<file path="config.mk">
export PLATFORM = sky130hd
export DESIGN_NAME = stack_exec
export DESIGN_NICKNAME = d
export VERILOG_FILES = /design/src/rtl/stack_exec.sv
export SDC_FILE = /design/constraint.sdc
export NUM_CORES = 1
export LEC_CHECK = 0
export ABC_AREA = 1
export CAP_MARGIN = 40
export CORE_ASPECT_RATIO = 0.5
export CORE_MARGIN = 3
export CORE_UTILIZATION = 49
export DETAILED_ROUTE_END_ITERATION = 8
export PLACE_DENSITY = 0.65
export RECOVER_POWER = 50
export SLEW_MARGIN = 20
export SYNTH_ARGS = -nofsm -noshare
export SYNTH_HDL_FRONTEND = slang
export SYNTH_SLANG_ARGS = --single-unit
</file>
<file path="constraint.sdc">
create_clock -name clk -period 9.2 [get_ports clk]
set_clock_uncertainty 0.05 [all_clocks]
set_input_delay 1.38 -clock clk [delete_from_list [all_inputs] [get_ports clk]]
set_output_delay 1.38 -clock clk [all_outputs]
set_load 0.02 [all_outputs]
</file>
<file path="src/rtl/stack_exec.sv">
// rtl/stack_exec.sv - operand-stack command executor driving an external combinational ALU
//
// Purpose:
//   Holds a 2^DEPTH_LOG2-entry stack of 16-bit words. It accepts one command
//   at a time: NOP, PUSH, POP, EXEC or DUP. EXEC sends operands to an external
//   ALU and writes the ALU result back. Illegal or out-of-range commands are
//   rejected without changing any state. They set a sticky error flag.
//
// Parameters:
//   DEPTH_LOG2 - log2 of the number of stack entries
//
// Build option:
//   STACK_EXEC_DUP_EN - when defined, opcode 100 (DUP) pushes a copy of top.
//                       When undefined, opcode 100 is illegal.
//
// Ports:
//   clk, rst              - clock and asynchronous active-high reset
//   cmd_valid/cmd_ready   - command handshake; ready only when idle
//   cmd_op, cmd_data      - opcode and PUSH operand
//   cmd_func              - ALU function for EXEC (0-15 binary, 16-18 unary)
//   alu_a, alu_b, alu_f   - registered operands/function to the external ALU
//   alu_s                 - combinational ALU result
//   top, depth            - current stack top (0 when empty) and entry count
//   done                  - one-cycle pulse per accepted command
//   err, err_clr          - sticky fault flag and its clear

module stack_exec #(
    parameter int DEPTH_LOG2 = 4
) (
    input  logic                  clk,
    input  logic                  rst,
    input  logic                  cmd_valid,
    output logic                  cmd_ready,
    input  logic [2:0]            cmd_op,
    input  logic [15:0]           cmd_data,
    input  logic [4:0]            cmd_func,
    output logic [15:0]           alu_a,
    output logic [15:0]           alu_b,
    output logic [4:0]            alu_f,
    input  logic [15:0]           alu_s,
    output logic [15:0]           top,
    output logic [DEPTH_LOG2:0]   depth,
    output logic                  done,
    output logic                  err,
    input  logic                  err_clr
);

    localparam int ENTRIES = 1 << DEPTH_LOG2;
    localparam logic [DEPTH_LOG2:0] DEPTH_FULL = {1'b1, {DEPTH_LOG2{1'b0}}};

    localparam logic [2:0] OP_NOP  = 3'b000;
    localparam logic [2:0] OP_PUSH = 3'b001;
    localparam logic [2:0] OP_POP  = 3'b010;
    localparam logic [2:0] OP_EXEC = 3'b011;
    localparam logic [2:0] OP_DUP  = 3'b100;

    typedef enum logic [1:0] {
        IDLE = 2'd0,
        CALC = 2'd1,
        WB   = 2'd2
    } state_t;

    state_t state, state_d;

    logic [15:0] mem [0:ENTRIES-1];

    logic [DEPTH_LOG2:0]   depth_d;
    logic [15:0]           alu_a_d, alu_b_d, result, result_d;
    logic [4:0]            alu_f_d;
    logic                  done_d, err_d, fault;
    logic                  wr_en;
    logic [DEPTH_LOG2-1:0] wr_idx;
    logic [15:0]           wr_data;

    logic [DEPTH_LOG2:0]   depth_m1, depth_m2;
    logic [DEPTH_LOG2-1:0] top_idx, below_idx;
    logic                  is_empty, is_full;

    assign depth_m1  = depth - 1'b1;
    assign depth_m2  = depth - 2'd2;
    assign top_idx   = depth_m1[DEPTH_LOG2-1:0];
    assign below_idx = depth_m2[DEPTH_LOG2-1:0];
    assign is_empty  = (depth == '0);
    assign is_full   = (depth == DEPTH_FULL);

    // Stale memory contents are never exposed. An empty stack reads as zero.
    assign top       = is_empty ? 16'h0000 : mem[top_idx];
    assign cmd_ready = (state == IDLE);

    always_comb begin
        state_d  = state;
        depth_d  = depth;
        alu_a_d  = alu_a;
        alu_b_d  = alu_b;
        alu_f_d  = alu_f;
        result_d = result;
        done_d   = 1'b0;
        fault    = 1'b0;
        wr_en    = 1'b0;
        wr_idx   = depth[DEPTH_LOG2-1:0];
        wr_data  = cmd_data;
        err_d    = err_clr ? 1'b0 : err;

        case (state)
            IDLE: begin
                if (cmd_valid) begin
                    done_d = 1'b1;
                    case (cmd_op)
                        OP_NOP: ;
                        OP_PUSH: begin
                            if (is_full) begin
                                fault = 1'b1;
                            end else begin
                                wr_en   = 1'b1;
                                depth_d = depth + 1'b1;
                            end
                        end
                        OP_POP: begin
                            if (is_empty) fault = 1'b1;
                            else          depth_d = depth_m1;
                        end
                        OP_EXEC: begin
                            if (cmd_func < 5'd16) begin
                                if (depth < 2) begin
                                    fault = 1'b1;
                                end else begin
                                    alu_a_d = top;
                                    alu_b_d = mem[below_idx];
                                    alu_f_d = cmd_func;
                                    state_d = CALC;
                                    done_d  = 1'b0;
                                end
                            end else if (cmd_func <= 5'd18) begin
                                if (is_empty) begin
                                    fault = 1'b1;
                                end else begin
                                    alu_a_d = top;
                                    alu_b_d = 16'h0000;
                                    alu_f_d = cmd_func;
                                    state_d = CALC;
                                    done_d  = 1'b0;
                                end
                            end else begin
                                fault = 1'b1;
                            end
                        end
`ifdef STACK_EXEC_DUP_EN
                        OP_DUP: begin
                            if (is_empty || is_full) begin
                                fault = 1'b1;
                            end else begin
                                wr_en   = 1'b1;
                                wr_data = top;
                                depth_d = depth + 1'b1;
                            end
                        end
`endif
                        default: fault = 1'b1;
                    endcase
                    // A rejected command keeps all state. Its fault overrides
                    // an err_clr that arrives on the same edge.
                    if (fault) begin
                        wr_en   = 1'b0;
                        depth_d = depth;
                        err_d   = 1'b1;
                    end
                end
            end
            CALC: begin
                result_d = alu_s;
                state_d  = WB;
            end
            WB: begin
                wr_en   = 1'b1;
                wr_data = result;
                done_d  = 1'b1;
                state_d = IDLE;
                // alu_f[4] clear means binary: two operands collapse into one slot.
                if (!alu_f[4]) begin
                    wr_idx  = below_idx;
                    depth_d = depth_m1;
                end else begin
                    wr_idx  = top_idx;
                end
            end
            default: state_d = IDLE;
        endcase
    end

    always_ff @(posedge clk or posedge rst) begin
        if (rst) begin
            state  <= IDLE;
            depth  <= '0;
            alu_a  <= 16'h0000;
            alu_b  <= 16'h0000;
            alu_f  <= 5'd0;
            result <= 16'h0000;
            done   <= 1'b0;
            err    <= 1'b0;
        end else begin
            state  <= state_d;
            depth  <= depth_d;
            alu_a  <= alu_a_d;
            alu_b  <= alu_b_d;
            alu_f  <= alu_f_d;
            result <= result_d;
            done   <= done_d;
            err    <= err_d;
        end
    end

    // The stack array is not reset. Gating the write with rst means a
    // write-back in progress is discarded when reset arrives.
    always_ff @(posedge clk) begin
        if (wr_en && !rst) begin
            mem[wr_idx] <= wr_data;
        end
    end

endmodule

</file>
## After elaboration in Yosys (flattened, before gate mapping)

Memory sizes are Yosys's and may differ from the RTL's.
Index checks and enable logic that the tools add are counted.

| word-level totals | value |
|---|---|
| register bits | 62 |
| RAM bits | 256 |
| bits of input ports | 44 |
| memories | 1 |

Memories:

| memory | words | width | rd ports | clocked after memory_dff | wr ports | line | source |
|---|---|---|---|---|---|---|---|
| mem | 16 | 16 | 2 | 0 | 1 | 65 | `logic [15:0] mem [0:ENTRIES-1];` |

| cells by class | value |
|---|---|
| $add $sub $neg | 3 |
| $lt $le $gt $ge | 3 |
| equal/unequal tests | 18 |
| muxes and demuxes | 52 |
| reductions and logical operators | 10 |

Operators by type and width:

| kind | number |
|---|---|
| two-way mux 16 bit | 10 |
| two-way mux 5 bit | 9 |
| case mux 5 bit (2 select lines) | 2 |
| two-way mux 1 bit | 19 |
| two-way mux 2 bit | 6 |
| inequality test 3 bit, second input constant | 3 |
| two-way mux 4 bit | 2 |
| inequality test 2 bit, second input constant | 4 |
| AND reduction 7 bit | 1 |
| equality test 3 x 2 -> 1 bit, second input constant | 2 |
| inequality test 3 x 1 -> 1 bit, second input constant | 2 |
| AND reduction 6 bit | 1 |
| adder 5 x 1 -> 5 bit, second input constant | 1 |
| equality test 5 bit, second input constant | 1 |
| <= comparator 5 bit, second input constant | 1 |
| logical NOT 5 bit | 1 |
| < comparator 5 x 2 -> 1 bit, second input constant | 1 |
| < comparator 5 bit, second input constant | 1 |
| AND reduction 5 bit | 1 |
| subtractor 5 x 1 -> 5 bit, second input constant | 1 |
| inequality test 2 x 1 -> 1 bit, second input constant | 2 |
| case mux 1 bit (2 select lines) | 2 |
| case mux 1 bit (4 select lines) | 1 |
| case mux 2 bit (2 select lines) | 1 |
| other kinds (10) | 11 |

## Logic depth before layout (Yosys ltp)

Gate-level depths: netlist of the first run.

| logic depth | value |
|---|---|
| depth in word-level cells | 13 |
| gate-level depth with buffers | 16 |
| gate-level depth less buffers | 12 |

## Least setup slack after synthesis of the first run

OpenSTA, ideal clock, no wires.

| path | value |
|---|---|
| kind | input port to flip-flop |
| from | in rst |
| to | mem mem[10][0] (enable) |
| setup time | 388 ps |
| data arrival time | 4061 ps |
| data required time | 8762 ps |
| slack | 4700 ps |
| stages | 4 |
| path buffers | 1 |
| cell sequence | inv_1 -> nand2_1 -> buf_2 -> nor2_1 |

| between the ends | value |
|---|---|
| word-level cells in the longest chain between the ends | 4 |

RTL lines:

| item | line | source |
|---|---|---|
| start, declared | 31 | `input logic rst,` |
| logical NOT 1 bit | 215 | `if (wr_en && !rst) begin` |
| logical AND 1 bit | 215 |  |
| two-way mux 1 bit | 215 |  |
| two-way mux 1 bit (not written as such) | 216 | `mem[wr_idx] <= wr_data;` |
| end, declared | 65 |  |

Every way passes these cells.

## Worst setup path in the final report of the first run

| path | value |
|---|---|
| from | reg depth[0] |
| to | out top[11] |

| between the ends | value |
|---|---|
| word-level cells in the longest chain between the ends | 3 |

RTL lines:

| item | line | source |
|---|---|---|
| start, declared | 42 | `output logic [DEPTH_LOG2:0] depth,` |
| start signal, assigned | 202 | `depth <= depth_d;` |
| subtractor 5 x 1 -> 5 bit | 79 | `assign depth_m1 = depth - 1'b1;` |
| memory (16 x 16 bit) | - |  |
| two-way mux 16 bit (*) | 87 | `assign top = is_empty ? 16'h0000 : mem[top_idx];` |
| end, declared | 41 | `output logic [15:0] top,` |

Every way passes the cells marked *; elsewhere a longest branch is shown, timed or not.

==> results of run 1 <==
==> cells by family (layout without fill, tap and decap cells) <==
kind of cell | after synthesis | after routing | share of synthesized area
AND/OR/NAND/NOR | 1146 | 1146 | 0.303
XOR/XNOR | 7 | 7 | 0.00385
AO/OA/AOI/OAI | 181 | 181 | 0.0578
flip-flops | 318 | 318 | 0.581
buffers and inverters | 161 | 253 | 0.0509
adder cells (fa/ha/maj) | 5 | 5 | 0.00393
==> flip-flops by register name, indices dropped and copies added (netlist names) <==
| name | cells |
|---|---|
| depth | 5 |
| mem | 256 |
| result | 16 |
| err | 1 |
| done | 1 |
| state | 2 |
| alu_f | 5 |
| alu_a | 16 |
| alu_b | 16 |
==> path summary, 6_finish.rpt <==
kind / startpoint / end / slack (ns)
max: depth[0] / top[11] / 3.20
min: alu_f[0] / alu_f[0] / 0.42
max reg2reg: depth[0] / alu_a[11] / 5.23
min reg2reg: alu_f[0] / alu_f[0] / 0.42
max in group asynchronous: rst / depth[0] / 4.55
min in group asynchronous: rst / err / 1.79
==> metal layers <==
layer | GRT usage | vias to the layer above
met5 | 0 | -
met4 | 0.0875 | 4
met3 | 0.0758 | 111
met2 | 0.409 | 880
met1 | 0.429 | 6438
li1 | - | 6287
==> final cells by class <==
class	instances	area, um^2
Clock buffer	30	729
Clock inverter	24	221
Fill cell	2628	12800
Inverter	41	161
Multi-Input combinational cell	1339	5910
Sequential cell	318	9240
Tap cell	423	529
Timing Repair Buffer	158	1530
==> cells in the final DEF, fill, tap and decap left out, types with 2 or more instances in the layout <==
master	instances
nor2_2	19
nand3_2	2
nand4_1	17
nand2_4	2
clkinv_2	11
nor2_4	2
inv_2	9
buf_16	7
clkinv_1	7
buf_4	25
o21ai_2	3
nand3_1	324
nor2_1	281
clkbuf_16	29
nand2_2	4
bufinv_16	4
inv_6	2
a21oi_1	4
o21ai_1	27
dlygate4sd3_1	27
clkdlybuf4s50_1	77
o21ai_0	146
clkinvlp_4	2
edfxtp_1	256
nand2_1	492
dfrtp_1	60
ha_1	4
inv_1	29
clkbuf_1	21
xor2_1	7
==> metrics by stage <==
| stage | instances | hold WS, ns |
|---|---|---|
| floorplan | 1818 | 0.451 |
| global placement | 2269 | 0.403 |
| detailed placement | 2273 | 0.411 |
| CTS | 2327 | 0.426 |
| global route | 2333 | 0.449 |
| finish | 2333 | 0.415 |
==> tightest hold or removal path, stage by stage, from the launching register on <==
cell and delay [ns]:
dfrtp_1 0.34, nand2_1 0.05, nand2_1 0.05
==> power by group <==
part	internal [uW]	total (uW)	switching, uW
combinational	1240	3980	2730
clock	688	1230	543
sequential	1690	1780	90.9
==> impl_metrics.env, run 1 <==
export IMPL_outcome="finished with violations"
export IMPL_violations="max-capacitance violations, max-slew violations"
export IMPL_endpoint_kind="primary output"
export IMPL_ant_nets=0
export IMPL_fp_row_count=45
export IMPL_drv_slew=88
export IMPL_ys_seq_elements=318
export IMPL_min_period_over_period=0.652
export IMPL_final_cell_area_mm2=0.0183
export IMPL_cp_required_ns=7.77
export IMPL_pre_cts_slack_ns=3.83
export IMPL_ir_drop_mv=0.346
export IMPL_crit_path_max_fanout=68
export IMPL_clk_path_buf_depth=3
export IMPL_slowest_stage="nand3_1"
export IMPL_path_depth=7
export IMPL_yosysUniqueCellTypes=30
export IMPL_maxClockFrequency_ghz=0.167
export IMPL_synth_flop_cell="edfxtp_1"
export IMPL_gr_total_overflow=0
export IMPL_worst_slew_pin_slew_ns=1.93
export IMPL_place_congestion=0.857
export IMPL_fin_setup_tns_ns=0
export IMPL_synth_area_mm2=0.0159
export IMPL_grt_pass1_vias=12400
export IMPL_cts_made_buffers=29
export IMPL_wl_per_cell_um=21.7
export IMPL_synthDominantCellAreaShare=0.483
export IMPL_p_total_uw=6990
export IMPL_dp_hpwl_mm=31.0
export IMPL_rsz0062_at_grt="no"
export IMPL_crit_buf_inv=4
export IMPL_critPathTopFamily="buffers and inverters"
export IMPL_path_cells="buf_16 > inv_6 > ha_2 > nand3_1 > inv_1 > nor2_1 > clkdlybuf4s50_1"
export IMPL_wirelength_mm=50.7
export IMPL_finalHoldViolCount=0
export IMPL_yosysMostFrequentCell="nand2_1"
export IMPL_postCtsSetupBuffers=0
export IMPL_cts_tree="yes"
export IMPL_synth_area_top_cells="edfxtp_1 48%, nand2_1 12%, nand3_1 10%"
export IMPL_via_per_inst=5.88
export IMPL_placement_io_buffers=104
export IMPL_cp_start_kind="flip-flop"
export IMPL_drt_initial_drc_count=2112
export IMPL_path_class="flip-flop to primary output"
export IMPL_syn_num_nets=1867
export IMPL_syn_area_per_cell_um2=8.75
export IMPL_initial_core_util=0.511
export IMPL_slew_headroom=-0.285
export IMPL_io_pin_count=105
export IMPL_synth_edff_count=256
export IMPL_r2r_cells=9
export IMPL_syn_inst=1818
export IMPL_drive_above_1_share=0.0670
export IMPL_clock_latency_ns=0.57
export IMPL_synth_largest_area_cell="edfxtp_1"
export IMPL_die_area_mm2=0.0348
export IMPL_hold_depth=2
export IMPL_synthTopCellsByCount="492 x nand2_1, 323 x nand3_1, 298 x nor2_1, 256 x edfxtp_1, 146 x o21ai_0"
export IMPL_cts_root_buffer="clkbuf_16"
export IMPL_cap_violations=3
export IMPL_grt_first_pass_wirelength_mm=75.0
export IMPL_diodes=0
export IMPL_grt_antenna_before_repair=2
export IMPL_wl_met1_mm=20.8
export IMPL_power_density_mw_per_mm2=381
export IMPL_cts_htree_levels=1
export IMPL_critical_path_arrival_ns=4.57
export IMPL_path_clk_slew_ns=0.06
export IMPL_routed_wl_met3_mm=7.44
export IMPL_leakagePower_uw=0.00718
export IMPL_area_growth_pct=15.2
export IMPL_setup_violations=0
export IMPL_clkSinkCount=318
export IMPL_drt_pass1_iter_count=6
export IMPL_post_cts_resized=0
export IMPL_nets=1936
export IMPL_grtUsageTotal=0.287
export IMPL_vias=13700
export IMPL_max_stage_delay_ns=0.89
export IMPL_ys_seq_area_frac=0.581
export IMPL_drcViolationCount=0
export IMPL_fin_util=0.589
export IMPL_met2WireLength_mm=21.1
export IMPL_coreArea_mm2=0.0311
export IMPL_period_needed_ns=6.00
export IMPL_hold_buffers=0
export IMPL_die_w_um=261
export IMPL_min_path_type="flip-flop to flip-flop"
export IMPL_synthArstFlopShare=0.195
export IMPL_fin_ws_ns=3.20
export IMPL_dpl_cell_area_mm2=0.0173
export IMPL_yosys_warnings=0
export IMPL_grt_max_degree=119
export IMPL_die_y_um=133
export IMPL_top_layer_used="met5"
Note: power is estimated with default switching activity, not from simulation.
==> run 2, diff against run 1 <==
==> constraint.sdc (replaced) <==
create_clock -name clk -period 5.7 [get_ports clk]
set_clock_uncertainty 0.05 [all_clocks]
set_input_delay 0.855 -clock clk [delete_from_list [all_inputs] [get_ports clk]]
set_output_delay 0.855 -clock clk [all_outputs]
set_load 0.02 [all_outputs]
==> run 2 against run 1 <==
  * The run still ends with max-capacitance violations, max-slew violations left
  * Register-to-register slack got worse by 3.4 ns
  * Design area decreased by 0.63%
  * Setup slack worse by 2.7 ns
  * Clock-buffer cell count is 8 higher
  * Critical endpoint is now top[14]
  * Via count increased by 0.85%
  * Combinational power increased by 62%
  * Sequential share of layout area increased by 0.30 points
  * Cell count hardly changed
  * Global-route usage rose by 0.053 points
==> impl_metrics.env, run 2 (same netlist as run 1, synthesis figures left out) <==
export IMPL_outcome="finished with violations"
export IMPL_violations="max-capacitance violations, max-slew violations"
export IMPL_clock_latency_ns=0.58
export IMPL_ant_nets=0
export IMPL_ir_drop_mv=0.534
export IMPL_wl_per_cell_um=21.8
export IMPL_grt_first_pass_wirelength_mm=75.4
export IMPL_diodes=0
export IMPL_hold_buffers=0
export IMPL_grtUsageTotal=0.288
export IMPL_path_clk_slew_ns=0.06
export IMPL_crit_path_max_fanout=244
export IMPL_top_register="mem"
export IMPL_cts_made_buffers=29
export IMPL_power_density_mw_per_mm2=620
export IMPL_place_congestion=0.884
export IMPL_via_per_inst=5.93
export IMPL_fin_hold_ws_ns=0.418
export IMPL_initial_core_util=0.511
export IMPL_gr_total_overflow=0
export IMPL_final_cell_mix="493 x nand2_1, 323 x nand3_1, 282 x nor2_1, 256 x edfxtp_1, 149 x o21ai_0"
export IMPL_vias=13800
export IMPL_post_cts_resized=0
export IMPL_endpoint_kind="primary output"
export IMPL_drive_above_1_share=0.0608
export IMPL_period_needed_ns=5.20
export IMPL_cts_htree_levels=1
export IMPL_wirelength_mm=50.9
export IMPL_area_growth_pct=14.4
export IMPL_postCtsSetupBuffers=0
export IMPL_grt_pass1_vias=12400
export IMPL_min_path_type="flip-flop to flip-flop"
export IMPL_finalHoldViolCount=0
export IMPL_min_period_over_period=0.912
export IMPL_die_y_um=133
export IMPL_clk_path_buf_depth=3
export IMPL_grt_max_degree=258
export IMPL_drv_slew=82
export IMPL_io_pin_count=105
export IMPL_critical_path_arrival_ns=4.29
export IMPL_rsz0062_at_grt="no"
export IMPL_cp_start_kind="flip-flop"
export IMPL_placement_io_buffers=104
export IMPL_worst_slew_pin_slew_ns=2.10
export IMPL_nets=1936
export IMPL_drt_initial_drc_count=2392
export IMPL_cts_root_buffer="clkbuf_16"
export IMPL_largest_reg_flops=256
export IMPL_drt_pass1_iter_count=6
export IMPL_coreArea_mm2=0.0311
export IMPL_setup_violations=0
export IMPL_drcViolationCount=0
export IMPL_layout_commonest_cell="nand2_1"
export IMPL_fin_setup_tns_ns=0
export IMPL_grt_antenna_before_repair=2
export IMPL_leakagePower_uw=0.00711
export IMPL_die_area_mm2=0.0348
export IMPL_cp_required_ns=4.80
export IMPL_slew_headroom=-0.403
export IMPL_clkSinkCount=318
export IMPL_maxClockFrequency_ghz=0.192
export IMPL_die_w_um=261
export IMPL_cts_tree="yes"
export IMPL_path_class="flip-flop to primary output"
export IMPL_dp_hpwl_mm=32.1
export IMPL_cap_violations=2
export IMPL_fp_row_count=45
-- run 2: cell types whose count changed in the layout (fill, tap and decap cells not counted), sizes merged --
cell	previous run	this run
buf	34	33
bufinv	4	2
dlygate4sd3	27	2
clkdlybuf4s50	77	102
clkinvlp	2	0
clkinv	18	12
clkbuf	50	59
inv	41	42
-- run 2: metal layers --
metal	vias to the layer above	GRT usage	wire length, um
met5	-	0	13
met4	2	0.0779	1430
met3	119	0.0775	7460
met2	966	0.396	20400
met1	6464	0.444	21600
li1	6286	-	-
-- run 2: area by class of cell --
cell class	instances	area, um^2
Fill cell	2651	12900
Sequential cell	318	9240
Multi-Input combinational cell	1339	5900
Timing Repair Buffer	158	1440
Clock buffer	38	812
Tap cell	423	529
Inverter	41	161
Clock inverter	15	124
-- run 2: stage by stage --
stage          setup WS, ns  utilization  std cells  cell area [um^2]  power, uW
2_1_floorplan          1.73            -       1818             15900       6800
3_3_place_gp           1.67        0.554       2272             17300       9080
3_5_place_dp           1.66        0.557       2277             17300       9170
4_1_cts                1.04        0.587       2330             18300      11100
5_1_grt               0.440        0.585       2332             18200      11900
6_report              0.504        0.585       2332             18200      11300
-- run 2: worst paths after layout --
| path | startpoint | end | slack, ns | cells after the start |
|---|---|---|---|---|
| worst min register to register | alu_f[2] | alu_f[2] | 0.42 | 2 |
| min in group asynchronous | rst | done | 1.19 | 3 |
| max in group asynchronous | rst | alu_b[12] | 1.79 | 4 |
| worst max register to register | depth[0] | mem[2][9] | 1.79 | 10 |
| worst min-delay path | alu_f[2] | alu_f[2] | 0.42 | 2 |
| worst max-delay path | depth[0] | top[14] | 0.50 | 8 |
-- run 2: report_power, final --
part,leakage [uW],internal (uW),switching [uW]
Clock,0.000463,1090,873
Sequential,0.00308,2730,141
Combinational,0.00357,1950,4510
Total,0.00711,5770,5530
-- run 2: worst max-delay path, cell delays in order, from the launching register on --
cell and delay, ns:
dfrtp_1 0.88, buf_12 0.57, nand2_1 0.16, nand3_1 0.16, nand3_1 0.09, nand2_1 0.08, nand2_1 0.08, a21oi_1 0.50
clkdlybuf4s50_1 0.74
==> run 3, diff against run 2 <==
--- a/config.mk
+++ b/config.mk
@@ -10,8 +10,9 @@
 export CORE_ASPECT_RATIO = 0.5
 export CORE_MARGIN = 3
 export CORE_UTILIZATION = 49
+export CTS_CLUSTER_SIZE = 30
 export DETAILED_ROUTE_END_ITERATION = 8
-export PLACE_DENSITY = 0.65
+export PLACE_DENSITY = 0.68
 export RECOVER_POWER = 50
 export SLEW_MARGIN = 20
 export SYNTH_ARGS = -nofsm -noshare
==> constraint.sdc (replaced) <==
create_clock -name clk -period 5.7 [get_ports clk]
set_clock_uncertainty 0.05 [all_clocks]
set_input_delay 0.855 -clock clk [delete_from_list [all_inputs] [get_ports clk]]
set_output_delay 0.855 -clock clk [all_outputs]
set_load 0.005 [all_outputs]
==> run 3 against run 2 <==
  * The flow still finishes with violations (max-capacitance violations, max-slew violations)
  * Clock-buffer cell count rose by 3
  * Cell count rose by 0.17%
  * Sequential cell count did not move
  * Wire length down 1.0%
  * Register-to-register slack lost 0.07 ns
  * Setup slack improved by 0.36 ns
  * First-iteration DRC count up 3.2%
  * Design area grew 0.22%
  * Largest power group unchanged
==> impl_metrics.env, run 3 (same netlist as run 1, synthesis figures left out) <==
export IMPL_outcome="finished with violations"
export IMPL_violations="max-capacitance violations, max-slew violations"
export IMPL_die_w_um=261
export IMPL_drt_pass1_iter_count=8
export IMPL_fin_setup_tns_ns=0
export IMPL_critical_path_arrival_ns=3.93
export IMPL_drv_slew=106
export IMPL_die_area_mm2=0.0348
export IMPL_path_class="flip-flop to primary output"
export IMPL_grt_max_degree=262
export IMPL_postCtsSetupBuffers=0
export IMPL_drive_above_1_share=0.0633
export IMPL_p_total_uw=10800
export IMPL_finalHoldViolCount=0
export IMPL_cap_violations=3
export IMPL_nets=1938
export IMPL_period_needed_ns=4.84
export IMPL_power_density_mw_per_mm2=591
export IMPL_clkSinkCount=318
export IMPL_grt_antenna_before_repair=1
export IMPL_grt_pass1_vias=12100
export IMPL_hold_buffers=0
export IMPL_crit_path_max_fanout=261
export IMPL_layout_commonest_cell="nand2_1"
export IMPL_rrSetupSlack_ns=1.72
export IMPL_die_y_um=133
export IMPL_leakagePower_uw=0.00715
export IMPL_instances_no_fill=2336
export IMPL_coreArea_mm2=0.0311
export IMPL_grtUsageTotal=0.288
export IMPL_diodes=0
export IMPL_top_register="mem"
export IMPL_worst_slew_pin_slew_ns=1.88
export IMPL_path_cells="buf_12 > o21ai_2 > nand2_4 > inv_2 > nand3_1 > nand2_1 > nor2_1 > clkdlybuf4s50_1"
export IMPL_use_met1=0.455
export IMPL_final_cell_mix="492 x nand2_1, 323 x nand3_1, 282 x nor2_1, 256 x edfxtp_1, 146 x o21ai_0"
export IMPL_io_pin_count=105
export IMPL_drcViolationCount=0
export IMPL_slew_headroom=-0.250
export IMPL_endpoint_kind="primary output"
export IMPL_min_period_over_period=0.848
export IMPL_largest_reg_flops=256
export IMPL_fp_row_count=45
export IMPL_drt_initial_drc_count=2468
export IMPL_via_per_inst=5.82
export IMPL_area_growth_pct=14.7
export IMPL_grtUsageMet2=0.405
export IMPL_clk_path_buf_depth=3
export IMPL_cts_htree_levels=1
export IMPL_path_clk_slew_ns=0.07
export IMPL_initial_core_util=0.511
export IMPL_ant_nets=0
export IMPL_cts_tree="yes"
export IMPL_placement_io_buffers=104
export IMPL_ir_drop_mv=0.625
export IMPL_cts_made_buffers=30
export IMPL_place_congestion=0.881
export IMPL_gr_total_overflow=0
export IMPL_grt_use_met3=0.0509
export IMPL_post_cts_resized=0
export IMPL_dp_hpwl_mm=31.5
export IMPL_maxClockFrequency_ghz=0.207
export IMPL_final_cell_area_mm2=0.0182
export IMPL_slowest_stage="buf_12"
export IMPL_vias=13600
export IMPL_dp_cells=2275
export IMPL_clock_latency_ns=0.58
export IMPL_cp_required_ns=4.80
export IMPL_fillers=2733
export IMPL_wl_per_cell_um=21.6
export IMPL_grt_first_pass_wirelength_mm=75.5
export IMPL_setup_violations=0
export IMPL_max_stage_delay_ns=0.61
export IMPL_wirelength_mm=50.4
export IMPL_min_path_type="flip-flop to flip-flop"
export IMPL_dpl_cell_area_mm2=0.0173
export IMPL_rsz0062_at_grt="no"
export IMPL_cp_start_kind="flip-flop"
export IMPL_busiest_layer="met1"
export IMPL_cts_root_buffer="clkbuf_16"
-- run 3: cell count changes in the layout (fill, tap and decap cells not counted), moves of 3 or more --
cell,delta
o21ai_0,-3
clkinv_2,+3
dlygate4sd3_1,+8
o21ai_1,+3
clkdlybuf4s50_1,-8
-- run 3: per-stage QoR --
step / util / hold WS, ns / setup slack [ns]
finish: 0.586 / 0.423 / 0.864
global route: 0.586 / 0.448 / 0.743
CTS: 0.587 / 0.433 / 0.887
detailed placement: 0.557 / 0.416 / 1.50
global placement: 0.554 / 0.410 / 1.48
floorplan: - / 0.415 / 1.73
-- run 3: final timing paths --
path / startpoint / to / cells past startpoint
setup / recovery: depth[0] / top[0] / 8
hold reg to reg: alu_b[6] / alu_b[6] / 2
setup reg to reg: state[0] / mem[8][5] / 10
min in group asynchronous: rst / alu_a[10] / 3
hold / removal: alu_b[6] / alu_b[6] / 2
max in group asynchronous: rst / depth[0] / 4
-- run 3: worst max-delay path, delay by kind of cell (launching register included) --
family	cells	cell delay, ns
buf+inv	3	1.46
simple gates	4	0.89
compound gates	1	0.17
flops	1	0.45
-- run 3: power breakdown --
group,switching (uW),internal [uW],total [uW]
sequential,120,2730,2850
clock,878,1070,1950
combinational,4030,1960,5990
-- run 3: routing by layer --
layer,wire length (um),up-vias
met4,1370,0
met5,0,-
li1,-,6298
met3,6710,101
met1,21500,6310
met2,20800,885
-- run 3: layout make-up --
cell class | count | area, um^2 | share of cell area
clock buffer | 41 | 833 | 0.0457
clock inverter | 15 | 104 | 0.00569
inverter | 41 | 161 | 0.00885
multi-input combinational | 1339 | 5900 | 0.323
sequential | 318 | 9240 | 0.507
tap | 423 | 529 | 0.0290
timing repair buffer | 159 | 1480 | 0.0809
